## src/rtl/uart_tx_pkg.sv

```systemverilog
// Shared UART framing constants and FSM state encoding, also used by the receive path.
package uart_tx_pkg;

    localparam int FRAME_BITS = 10;

    typedef enum logic {
        ST_IDLE  = 1'b0,
        ST_SHIFT = 1'b1
    } uart_state_t;

    // 8N1 frame with the start bit in bit 0 so it leaves the shifter first.
    function automatic logic [FRAME_BITS-1:0] make_frame(input logic [7:0] data);
        return {1'b1, data, 1'b0};
    endfunction

endpackage

```

## src/rtl/bit_shift10r.sv

```systemverilog
// 10-bit right shifter, MSB filled with 1 on each shift, resets to all ones.
// Latency: load/shift take effect at the next rising edge.
// Backpressure: none; load has priority over shift.
module bit_shift10r
    import uart_tx_pkg::*;
(
    input  logic                  clk,
    input  logic                  rst_n,
    input  logic                  load,
    input  logic                  shift,
    input  logic [FRAME_BITS-1:0] in,
    output logic [FRAME_BITS-1:0] out
);

    always_ff @(posedge clk or negedge rst_n) begin
        if (!rst_n) begin
            out <= '1;
        end else if (load) begin
            out <= in;
        end else if (shift) begin
            out <= {1'b1, out[FRAME_BITS-1:1]};
        end
    end

endmodule

```

## src/rtl/uart_tx.sv

```systemverilog
// 8N1 UART transmitter: frames a byte and shifts it out LSB first at CLKS_PER_BIT.
// Latency: start bit on tx from the edge that accepts load; busy for 10*CLKS_PER_BIT cycles.
// Backpressure: load ignored while busy, except on the final stop-bit edge (back-to-back frames).
module uart_tx
    import uart_tx_pkg::*;
#(
    parameter int CLKS_PER_BIT = 217
) (
    input  logic       clk,
    input  logic       rst_n,
    input  logic [7:0] in,
    input  logic       load,
    output logic       tx,
    output logic       busy
);

    localparam int BAUD_W = (CLKS_PER_BIT > 1) ? $clog2(CLKS_PER_BIT) : 1;
    localparam logic [BAUD_W-1:0] BAUD_LAST = BAUD_W'(CLKS_PER_BIT - 1);
    localparam logic [3:0]        BIT_LAST  = 4'(FRAME_BITS - 1);

    uart_state_t           state;
    logic [BAUD_W-1:0]     baud_cnt;
    logic [3:0]            bit_cnt;
    logic [FRAME_BITS-1:0] shift_dat;
    logic                  bit_end;
    logic                  frame_end;
    logic                  sr_load;

    assign bit_end   = (state == ST_SHIFT) && (baud_cnt == BAUD_LAST);
    assign frame_end = bit_end && (bit_cnt == BIT_LAST);
    // Reloading on the last stop-bit edge gives zero idle cycles between frames.
    assign sr_load   = load && ((state == ST_IDLE) || frame_end);

    bit_shift10r u_shift (
        .clk   (clk),
        .rst_n (rst_n),
        .load  (sr_load),
        .shift (bit_end),
        .in    (make_frame(in)),
        .out   (shift_dat)
    );

    // The shifter idles at all ones, so its LSB is the line level in every state.
    assign tx = shift_dat[0];

    always_ff @(posedge clk or negedge rst_n) begin
        if (!rst_n) begin
            state    <= ST_IDLE;
            busy     <= 1'b0;
            baud_cnt <= '0;
            bit_cnt  <= '0;
        end else begin
            case (state)
                ST_IDLE: begin
                    baud_cnt <= '0;
                    bit_cnt  <= '0;
                    if (load) begin
                        state <= ST_SHIFT;
                        busy  <= 1'b1;
                    end
                end
                ST_SHIFT: begin
                    if (bit_end) begin
                        baud_cnt <= '0;
                        if (bit_cnt == BIT_LAST) begin
                            bit_cnt <= '0;
                            if (!load) begin
                                state <= ST_IDLE;
                                busy  <= 1'b0;
                            end
                        end else begin
                            bit_cnt <= bit_cnt + 4'd1;
                        end
                    end else begin
                        baud_cnt <= baud_cnt + 1'b1;
                    end
                end
                default: begin
                    state <= ST_IDLE;
                    busy  <= 1'b0;
                end
            endcase
        end
    end

endmodule

```

## config.mk

```make
export PLATFORM = sky130hd
export DESIGN_NAME = uart_tx
export DESIGN_NICKNAME = d
export VERILOG_FILES = /design/src/rtl/uart_tx_pkg.sv /design/src/rtl/bit_shift10r.sv /design/src/rtl/uart_tx.sv
export SDC_FILE = /design/constraint.sdc
export NUM_CORES = 1
export LEC_CHECK = 0
export CORE_MARGIN = 5
export CORE_UTILIZATION = 30
export DETAILED_ROUTE_END_ITERATION = 6
export SLEW_MARGIN = 20
export SYNTH_ARGS = -nofsm -noshare
export SYNTH_HDL_FRONTEND = slang
export SYNTH_SLANG_ARGS = --single-unit
```

## constraint.sdc

```tcl
create_clock -name clk -period 2.9 [get_ports clk]
set_input_delay 0.58 -clock clk [delete_from_list [all_inputs] [get_ports clk]]
set_output_delay 0.58 -clock clk [all_outputs]
set_load 0.01 [all_outputs]
```

# Word-level counts from Yosys, hierarchy flattened
# Cells that the tools add are included.
# totals
elab_cells,36
output_inout_bits,2
regBits,24
input_bits,11
# op_classes
muxes,16
n_reduce_logical,6
n_bitwise,1
n_eq_ne,6
add_sub_neg,2
# op_table
op,count
10-bit 2-to-1 mux,2
8-bit one-hot mux with 2 select lines,1
8-bit by 1-bit adder with 8-bit output (second input constant),1
8-bit equality test (second input constant),1
4-bit 2-to-1 mux,2
8-bit 2-to-1 mux,1
4-bit one-hot mux with 2 select lines,1
1-bit 2-to-1 mux,7
4-bit by 1-bit adder with 4-bit output (second input constant),1
4-bit equality test (second input constant),1
2-bit by 1-bit inequality test with 1-bit output (second input constant),2
2-bit inequality test (second input constant),2
1-bit one-hot mux with 2 select lines,2
4-bit AND reduction,1
1-bit logical AND,3
2-bit nonzero test,1
1-bit logical OR,1
1-bit NOT,1

# Longest topological paths before layout
# logic_depth
depth_word,6
ltp_mapped,6
mapped_depth_nobuf,5

# By module
# A second synthesis with hierarchy kept.
# hier_totals
hier_cells,123
hier_area_um2,1233.7
# modules_own_cells
module,area_per_inst_um2,n_inst,cells_per_inst,seq_area_each_um2
uart_tx,764.5,1,80,350.3
bit_shift10r,469.2,1,43,262.8

# Worst setup path before layout
# Ideal clock, no wire load.
# synth_path
kind,reg-to-reg
startpoint,register bit_cnt[0]
endpoint,register u_shift.out[1]
path_slack_ps,1337
required_time_ps,2817
synth_period_minus_slack_ps,1563
path_buffers,1
setup_ps,83
t_arrival_ps,1479
stages_incl_launch_ff,6
path_cell_list,dfrtp_1 -> ha_1 -> and4b_1 -> a31o_1 -> buf_2 -> a221o_1
# synth_via
elab_chain_len,5
word_cells_on_any_way,6
classes_between,1 x eq/ne; 1 x mux; 4 x reduce/logical
# synth_rtl
item,line_no,text
from (decl),uart_tx.sv:23,logic [3:0] bit_cnt;
from (signal assigned),uart_tx.sv:72,bit_cnt <= bit_cnt + 4'd1;
4-bit equality test *,uart_tx.sv:30,assign frame_end = bit_end && (bit_cnt == BIT_LAST);
1-bit logical AND *,uart_tx.sv:30,
1-bit logical OR *,uart_tx.sv:32,assign sr_load = load && ((state == ST_IDLE) || frame_end);
1-bit logical AND *,uart_tx.sv:32,
10-bit 2-to-1 mux / 2-bit nonzero test (equally long branches),n/a,
to (signal assigned),bit_shift10r.sv:19,out <= in;
to (signal assigned),bit_shift10r.sv:21,"out <= {1'b1, out[FRAME_BITS-1:1]};"
to (decl),bit_shift10r.sv:12,output logic [FRAME_BITS-1:0] out
# Every way passes the cells marked *; elsewhere a longest branch is shown, timed or not.
# A chain may end at the register's enable or synchronous reset.

# Worst setup path in the final report
# layout_path
startpoint,input load
endpoint,register u_shift.out[5]
# layout_via
elab_chain_len,2
word_cells_on_any_way,3
classes_between,1 x mux; 2 x reduce/logical
# layout_rtl
item,line_no,text
from (decl),uart_tx.sv:12,"input logic load,"
1-bit logical AND *,uart_tx.sv:32,
10-bit 2-to-1 mux / 2-bit nonzero test (equally long branches),n/a,
# Marked as above.

==> results.md <==
- Power Internal: 0.454 mW
- Syn Std Cell Area: 1220 sq um
- Worst IR Drop VDD: 0.139 mV
- Global placer's final weighted congestion: 0.769
- Unique masters post-synth: 35
- CP Class: in2reg
- HP Start: u_shift.out[0]
- CP endpoint kind: flip-flop
- Minimum clock period: 1.97 ns
- Worst hold margin: 0.497 ns
- Slew HR: 62.7%
- Pleak: 0.578 nW
- Synth top area share: 28.6%
- Area Overhead vs Synth: 16.9%
- Worst EP required: 3.10 ns
- FF-to-FF path depth: 5
- Cts bufs inserted: 3
- Most frequent cells in the layout: inv_1, dfrtp_1, clkdlybuf4s50_1, a211oi_1, dfstp_2
- Post-cts gate resize count: 0
- Routed wl met2: 1.21 mm
- Part of the cycle the worst path needs: 67.9%
- Hold-critical path depth: 2
- Iteration-0 DRC count of the detailed router: 89
- Sequential share of power: 59.0%
- Non-filler cells, final: 178
- Setup TNS: 0 ns
- Clock transition at the registers of the reported paths: 0.08 ns
- Sequential cell area: 587 sq um
- 1st-pass router iterations: 4
- Initial antenna violation count: 0
- Final setup fails: 0
- Starting Density: 30.8%
- FF-to-FF setup slack: 1.22 ns
- Share of cells above drive strength 1: 13.3%
- # diodes: 0
- CTS Hold Bufs: 0
- Register area share after synthesis: 47.9%
- Psw: 0.120 mW
- Hold EP: u_shift.out[0]
- DIE WIDTH: 73.9 microns
- CTS Sinks: 23
- IO buf count: 12
- Fillers: 396
- Source of the worst register-to-register timing path: baud_cnt[0]
- Max-slew violations: 0
- Max layer used: met4
- Place WS: 0.653 ns
- IO Count: 13
- Clock network power share: 34.5%
- Die Area: 5460 sq um
- Pwr Total: 0.575 mW
- Row count: 23
- Setup repair after global routing missed its margin: no
- Leading area contributor after synthesis: dfrtp_1
- Switching share of total power: 21.0%
- Net Count, Synth: 131
- DR WL met3: 119 microns
- Worst-path fanout max: 9
- Post-Syn Instances: 116
- Core area: 3970 sq um
- Max_cap viols: 0
- Via count: 931
- F_max: 508 MHz
- Vias per cell: 5.23
- Run status: complete, no violations
- H-Tree Depth: 1
- Worst Skew: 0.00328 ns
- Setup Buffers After CTS: 0
- Worst endpoint data arrival time: 2.17 ns
- PwrDens: 402 nW/um^2
- GRT Total Usage: 9.49%
- Final Worst Setup Slack: 0.930 ns
- Footprint of the multi-input gates: 557 sq um
- WL met1: 1.11 mm
- Synth Warn #: 0
- Clock Tree Root: clkbuf_8
- Top post-synthesis cells by area: dfrtp_1, dfstp_2, a221o_1
- CTS tree: built
- Synth Area per Inst: 10.6 sq um
- FF-to-FF End: u_shift.out[5]
- Final Hold Viols: 0
- Max clock buf depth: 2
- Routed WL: 2.46 mm
- First-pass GRT wire length: 4.06 mm
- Slew @ Worst Pin: 0.559 ns
- Drc violations: 0
- Die height: 73.9 microns
- Total grt overflow: 0
- Largest net degree at the start of global routing: 24
- Hold Path Class: reg2reg
- Gate power share: 6.5%
- DR WL/cell: 13.8 microns
- Synth Register Bits: 23
- Layout Nets: 144
- Clk_lat worst skew: 0.26 ns
- Crit start category: input pin
- Routed Antenna Nets: 0
- HPWL Detailed: 1.84 mm
- Vias in the first global route: 909
- Post-Place Cells: 174
==> worst max-delay path by stage <==
stage | startpoint | to
5_1_grt | load | u_shift.out[5]
3_5_place_dp | load | u_shift.out[5]
2_1_floorplan | bit_cnt[0] | u_shift.out[1]
4_1_cts | load | u_shift.out[5]
6_report | load | u_shift.out[5]
3_3_place_gp | load | u_shift.out[7]
==> cell families after synthesis <==
kind of cell | after synthesis | synth area share (%)
fa+ha+maj | 4 | 4.09
mux | 1 | 0.817
buf+inv | 19 | 6.64
flops | 23 | 47.9
compound gates | 35 | 20.5
simple gates | 31 | 17.9
xor+xnor | 3 | 2.15
==> through the flow <==
stage | utilization [%] | area, sq um
2_1_floorplan | - | 1220
5_1_grt | 36.0 | 1430
3_3_place_gp | 34.9 | 1390
4_1_cts | 36.0 | 1430
3_5_place_dp | 34.9 | 1390
6_report | 36.0 | 1430
==> layer usage <==
metal	vias up	GRT usage, %
li1	456	-
met1	460	11.8
met2	13	16.0
met3	2	2.33
met4	0	3.02
met5	-	0
==> power by group through the flow <==
stage	registers [mW]	logic (mW)	clock network, mW
global placement	0.345	0.0376	0
floorplan	0.344	0.0129	0
global route	0.340	0.0423	0.217
finish	0.339	0.0376	0.198
CTS	0.339	0.0388	0.204
detailed placement	0.345	0.0384	0
==> synth_stat cells <==
cell type / n
buf_2: 2
xnor2_1: 1
o32ai_1: 1
nand2b_1: 1
dfrtp_1: 14
a31o_1: 1
and4b_4: 1
nand3_1: 5
mux2i_1: 1
nor2b_1: 1
nand2_1: 4
clkbuf_1: 1
nand3b_1: 2
and3b_1: 1
o22ai_1: 1
a221o_1: 7
nand4b_4: 1
a21oi_1: 8
nor2_1: 4
or3_1: 3
o21ai_2: 1
and3_1: 1
and4b_1: 2
o21ai_0: 4
nand4_1: 3
buf_4: 2
nor3_1: 1
o31ai_1: 2
nor4_4: 1
a31oi_1: 1
a211oi_1: 9
ha_1: 4
xor2_1: 2
inv_1: 14
dfstp_2: 9
==> area by class of cell <==
class                   instances  area share, %
inverters                      14           3.67
multi-input cells              74           38.9
clock buffers                   4           3.15
repair buffers                 13           8.92
well taps                      50           4.37
flip-flops and latches         23           41.0
==> critical path: stages <==
cell and delay, ns:
clkdlybuf4s50_1 0.52, nor2b_1 0.49, a31o_1 0.36, a221o_1 0.21
==> registers in the layout (all words and copies together) (netlist names) <==
signal	cells
bit_cnt	4
baud_cnt	8
busy	1
state	1
u_shift.out	9
Note: power is estimated with default switching activity, not from simulation.
